`config.mk`:
```
export PLATFORM = sky130hd
export DESIGN_NAME = clk_div_prog_flat
export DESIGN_NICKNAME = d
export VERILOG_FILES = /design/src/rtl/clk_div_pkg.sv /design/src/rtl/clk_div_prog_if.sv /design/src/rtl/clk_div_neg_stage.sv /design/src/rtl/clk_div_prog.sv /design/src/flat_wrapper.sv
export SDC_FILE = /design/constraint.sdc
export NUM_CORES = 1
export LEC_CHECK = 0
export BUFFER_PORTS_ARGS = -buffer_cell sky130_fd_sc_hd__buf_2
export CORE_MARGIN = 4
export CORE_UTILIZATION = 35
export DETAILED_ROUTE_END_ITERATION = 10
export SLEW_MARGIN = 15
export SYNTH_ARGS = -nofsm -noshare
export SYNTH_HDL_FRONTEND = slang
export SYNTH_SLANG_ARGS = --single-unit
```
`constraint.sdc`:
```
create_clock -name clk -period 3.9 [get_ports clk]
set_clock_uncertainty 0.2 [all_clocks]
set_input_delay 0.78 -clock clk [delete_from_list [all_inputs] [get_ports clk]]
set_output_delay 0.78 -clock clk [all_outputs]
set_load 0.005 [all_outputs]
```
`src/rtl/clk_div_pkg.sv`:
```
// clk_div_pkg: shared constants, FSM encoding and helpers for the programmable clock divider.
package clk_div_pkg;
  localparam int MIN_DIV = 2;
  typedef enum logic [0:0] {IDLE = 1'b0, RUN = 1'b1} state_e;
  function automatic int unsigned half_up(input int unsigned n);
    return (n + 1) >> 1;
  endfunction
endpackage

```
`src/rtl/clk_div_prog_if.sv`:
```
// clk_div_prog_if: control and output bundle of the programmable clock divider.
interface clk_div_prog_if #(
  parameter int WIDTH = 8
);
  logic             en;
  logic [WIDTH-1:0] div_val;
  logic             div_load;
  logic             clk_div;
  logic             tick;
  logic             load_ack;
  logic             load_err;
  modport master (output en, div_val, div_load, input clk_div, tick, load_ack, load_err);
  modport slave (input en, div_val, div_load, output clk_div, tick, load_ack, load_err);
endinterface

```
`src/rtl/clk_div_neg_stage.sv`:
```
// clk_div_neg_stage: single falling-edge flop, isolated so its clocking is explicit for timing constraints.
module clk_div_neg_stage (
  input  logic clk,
  input  logic rst_n,
  input  logic d,
  output logic q
);
  always_ff @(negedge clk or negedge rst_n)
    if (!rst_n) q <= 1'b0;
    else q <= d;
endmodule

```
`src/rtl/clk_div_prog.sv`:
```
// clk_div_prog: runtime-programmable 50%-duty clock divider with boundary-aligned divisor change
// and a run/stop enable that always finishes the current period before parking low.
module clk_div_prog
  import clk_div_pkg::*;
#(
  parameter int WIDTH       = 8,
  parameter int DEFAULT_DIV = 10
) (
  input logic           clk,
  input logic           rst_n,
  clk_div_prog_if.slave bus
);
  localparam logic [0:0]       ST_IDLE = IDLE;
  localparam logic [0:0]       ST_RUN  = RUN;
  localparam logic [WIDTH-1:0] ONE     = WIDTH'(1);
  localparam logic [WIDTH-1:0] MIN     = WIDTH'(MIN_DIV);
  localparam logic [WIDTH-1:0] DEF     = WIDTH'(DEFAULT_DIV);
  logic [0:0]       state_q, state_d;
  logic [WIDTH-1:0] n_q, n_d, p_q, p_d, cnt_q, cnt_d;
  logic             pv_q, pv_d, odd_q, odd_d, r_pos_q, r_pos_d;
  logic             ack_q, ack_d, err_q, err_d;
  logic             r_neg, wrap, apply, load_ok;
  always_comb begin
    wrap    = state_q == ST_RUN && cnt_q == n_q - ONE;
    apply   = pv_q && (state_q == ST_IDLE || wrap);
    load_ok = bus.div_load && bus.div_val >= MIN;
    n_d     = apply ? p_q : n_q;
    odd_d   = n_d[0];
    p_d     = load_ok ? bus.div_val : p_q;
    pv_d    = load_ok || (pv_q && !apply);
    state_d = (state_q == ST_RUN && !wrap) || bus.en ? ST_RUN : ST_IDLE;
    // parking at N-1 keeps r_pos low and makes the restart edge land on count 0
    cnt_d   = state_d == ST_IDLE ? n_d - ONE : (state_q == ST_RUN && !wrap) ? cnt_q + ONE : '0;
    r_pos_d = cnt_d < WIDTH'(half_up(32'(n_d)));
    ack_d   = apply;
    err_d   = bus.div_load && bus.div_val < MIN;
  end
  always_ff @(posedge clk or negedge rst_n)
    if (!rst_n) begin
      state_q <= ST_IDLE;
      n_q     <= DEF;
      p_q     <= DEF;
      pv_q    <= 1'b0;
      cnt_q   <= DEF - ONE;
      odd_q   <= DEF[0];
      r_pos_q <= 1'b0;
      ack_q   <= 1'b0;
      err_q   <= 1'b0;
    end else begin
      state_q <= state_d;
      n_q     <= n_d;
      p_q     <= p_d;
      pv_q    <= pv_d;
      cnt_q   <= cnt_d;
      odd_q   <= odd_d;
      r_pos_q <= r_pos_d;
      ack_q   <= ack_d;
      err_q   <= err_d;
    end
  clk_div_neg_stage u_neg (
    .clk   (clk),
    .rst_n (rst_n),
    .d     (r_pos_q),
    .q     (r_neg)
  );
  // odd N: the half-cycle-late copy trims the rising edge so high and low are N/2 each
  assign bus.clk_div  = odd_q ? r_pos_q & r_neg : r_pos_q;
  assign bus.tick     = cnt_q == '0;
  assign bus.load_ack = ack_q;
  assign bus.load_err = err_q;
endmodule

```
`src/flat_wrapper.sv`:
```
// flat-port wrapper written by rule: the top's interface ports become plain ports
module clk_div_prog_flat import clk_div_pkg::*;
#(
  parameter int WIDTH       = 8,
  parameter int DEFAULT_DIV = 10
)
  (clk, rst_n, bus_en, bus_div_val, bus_div_load, bus_clk_div, bus_tick, bus_load_ack, bus_load_err);
  clk_div_prog_if #(.WIDTH(WIDTH)) bus_i ();
  input logic clk;
  input logic rst_n;
  input wire logic [$bits(bus_i.en)-1:0] bus_en;
  input wire logic [$bits(bus_i.div_val)-1:0] bus_div_val;
  input wire logic [$bits(bus_i.div_load)-1:0] bus_div_load;
  output wire logic [$bits(bus_i.clk_div)-1:0] bus_clk_div;
  output wire logic [$bits(bus_i.tick)-1:0] bus_tick;
  output wire logic [$bits(bus_i.load_ack)-1:0] bus_load_ack;
  output wire logic [$bits(bus_i.load_err)-1:0] bus_load_err;
  assign bus_i.en = bus_en;
  assign bus_i.div_val = bus_div_val;
  assign bus_i.div_load = bus_div_load;
  assign bus_clk_div = bus_i.clk_div;
  assign bus_tick = bus_i.tick;
  assign bus_load_ack = bus_i.load_ack;
  assign bus_load_err = bus_i.load_err;
  clk_div_prog #(.WIDTH(WIDTH), .DEFAULT_DIV(DEFAULT_DIV)) u_core (.clk(clk), .rst_n(rst_n), .bus(bus_i));
endmodule
```
==> impl_metrics.ini <==
[route]
viasPerCell = 5.30
drtAntennaViolNets = 0
drt-pass1-iter-count = 4
dr_wl_met2_um = 2820
wl_um = 5960
first_iter_violations = 91
highest_layer = met4
routed-via-count = 1994
wl_met1_um = 2660
wl_per_cell_um = 15.8
wl_met3_um = 289
drc_errors = 0

[floorplanning]
fp.dieH_um = 88.1
ioPinCount = 16
start_util_pct = 37.0
die-area_sq_um = 7760
die_x_um = 88.1
coreArea_sq_um = 6060
rows = 28

[synthesis]
synthFlopType = dfrtp_1
syn_avg_cell_area_sq_um = 8.84
syn_area_sq_um = 2240
ys_warn_count = 0
synth_edf_count = 0
syn_inst = 254
synth-seq-cells = 30
synth.top_cells.by_area = dfrtp_1, dfstp_2, nand2_1
ys_seq_area_share_pct = 33.8
synth_top_area_share_pct = 25.6
synth_top_area_cell = dfrtp_1
synth_cell_types = 52
synth_async_sr_flop_share_pct = 100
syn-num-nets = 278

[critical_path]
r2r_cells = 17
crit_slowest_cell = dfstp_2
worst-path-stages = 17
cp_num_buf_inv = 3
cp_max_fo = 5
cp_top_family = simple AND/OR/NAND/NOR gates
critPathKind = reg2reg
cp.required_ns = 3.91
startpoint_type = register
reg2reg_setup_slack_ns = -0.009
arrival_ns = 3.92
cpPeakStageDelay_ns = 0.56
crit_chain = inv_2 > ha_4 > and4_1 > or4_4 > a31oi_4 > nand2_2 > inv_2 > a21oi_2 > ha_2 > buf_4 > nor3_2 > o41ai_4 > ha_1 > or3_4 > a21oi_2 > nand2_1 > a31oi_1
cp-end-kind = register

[cts]
cts_buffers = 5
cts_root_buf = clkbuf_8
cts_buffer_depth = 2
clk-insertion-delay-late_ns = 0.29
cts-htree-levels = 2
cts.sinks = 30
cts_tree = done
cts.clk_slew.worst_paths_ns = 0.07

[power_and_ir_drop]
p_sw_share_pct = 43.4
peakVddDrop_uv = 319
p_int_mw = 1.44
pwr-share-comb_pct = 64.9
p_sw_mw = 1.10
power.density_nw_per_um2 = 897
clkPwrFrac_pct = 12.2
p_leak_nw = 1.29
p_seq_share_pct = 22.9

[placed_design]
place_area_sq_um = 2550
pre_cts_ws_ns = -0.187
dp_cells = 360
place.gp.congestion = 0.911
hpwl_um = 4500
port_buffers = 15

[global_route]
antenna_found_initial = 0
grtUsageTotal_pct = 16.6
grt_max_degree = 30
grt_pass1_wl_um = 9830
grt_overflow = 0
grt_pass1_vias = 2019

[status]
outcome = finished, violations left
violations = setup timing

[final_layout]
ff_latch_area_sq_um = 759
drive_gt1_share_pct = 33.9
area_growth_pct = 25.9
fillers = 588
stdcell_area_sq_um = 2830
nets = 324
fin_cells = 376
final_common_cell = nand2_1
multiInputGateArea_sq_um = 1480
num_antenna_cells = 0
layout_common_cells = nand2_1, buf_4, dfrtp_1

[timing]
finalMaxSlewViolations = 0
fmax_mhz = 256
worstMarginPinSlew_ns = 0.431
timing.slew.headroom_pct = 71.0
hold_viol_final = 0
finalWorstSetupSlack_ns = -0.00930
setup_violations = 1
period_needed_ns = 3.91
whs_ns = 0.313
rsz0062_at_grt = true
setup_tns_ns = -0.00930
timing.final.crit_share_pct = 100

[run]
drv_cap = 0

[hold_path]
hold_class = in2async
==> cell type report <==
class	instances	area share [%]
Clock buffer	5	2.43
Sequential cell	30	26.9
Timing Repair Buffer	51	12.2
Tap cell	75	3.32
Inverter	11	1.46
Clock inverter	3	1.42
Multi-Input combinational cell	201	52.3
==> cell usage after synthesis (3+ instances only) <==
library cell / instances
a21oi_1: 15
dfrtp_1: 23
and3_1: 4
nand4_1: 3
o31ai_1: 3
clkbuf_1: 6
mux2_2: 4
inv_1: 11
o21ai_0: 12
nor3_1: 5
o211ai_1: 3
xor2_1: 16
buf_6: 4
nand3_1: 9
a21o_1: 3
dfstp_2: 6
nand2_1: 42
nor2_1: 12
nor4_1: 4
o21a_1: 3
ha_1: 12
xnor2_1: 13
==> kinds of logic after synthesis <==
| kind of cell | share of synthesized area (%) |
|---|---|
| AO/OA/AOI/OAI | 18.4 |
| XOR/XNOR | 11.3 |
| adder cells (fa/ha/maj) | 6.69 |
| buffers and inverters | 5.30 |
| flip-flops | 33.8 |
| multiplexers | 3.57 |
| AND/OR/NAND/NOR | 21.0 |
==> routing by layer <==
metal  up-vias  track usage (%)
li1        991                -
met1       940             20.6
met2        46             27.9
met3        17             3.10
met4         0             7.83
met5         -                0
==> worst register-to-register path, delay by kind of cell (launching register included) <==
kind	cells	cell delay, ns
AOI/OAI and AO/OA	5	0.71
adders and majority gates	3	0.62
buffers and inverters	3	0.30
DFF	1	0.56
and+or+nand+nor	6	1.47
==> registers in the layout, summed over array words and instances (netlist names) <==
signal               flops
u_core.n_q               8
u_core.state_q           1
u_core.cnt_q             8
u_core.p_q               8
u_core.r_pos_q           1
u_core.u_neg.q           1
u_core.bus.load_err      1
u_core.bus.load_ack      1
u_core.pv_q              1
==> metrics by stage <==
step,total power [mW],utilization [%]
2_1_floorplan,1.49,-
3_3_place_gp,1.94,42.0
3_5_place_dp,1.96,42.0
4_1_cts,2.40,45.1
5_1_grt,2.73,46.6
6_report,2.54,46.6
==> power by group through the flow <==
stage | logic, mW | registers [mW] | clock network, mW
2_1_floorplan | 0.979 | 0.516 | 0
3_3_place_gp | 1.36 | 0.576 | 0
3_5_place_dp | 1.38 | 0.576 | 0
4_1_cts | 1.51 | 0.573 | 0.317
5_1_grt | 1.80 | 0.598 | 0.330
6_report | 1.64 | 0.581 | 0.310
==> path summary, 6_finish.rpt <==
| path | start | endpoint |
|---|---|---|
| max in group asynchronous | rst_n | u_core.u_neg.q$_DFF_NN0_ |
| setup reg to reg | u_core.n_q[1]$_DFF_PN1_ | u_core.r_pos_q$_DFF_PN0_ |
| setup / recovery | u_core.n_q[1]$_DFF_PN1_ | u_core.r_pos_q$_DFF_PN0_ |
| min in group clk | u_core.p_q[7]$_DFFE_PN0P_ | u_core.p_q[7]$_DFFE_PN0P_ |
| hold reg to reg | u_core.p_q[7]$_DFFE_PN0P_ | u_core.p_q[7]$_DFFE_PN0P_ |
| hold / removal | rst_n | u_core.r_pos_q$_DFF_PN0_ |
==> repair_timing <==
action / in CTS / in global routing
buffers inserted: 6 / 2
pin swaps: 15 / 14
endpoints found under the setup margin: 1 / 1
gates resized for setup: 11 / 19
hold buffers: 0 / 0
Power figures use the tool's default switching activity.
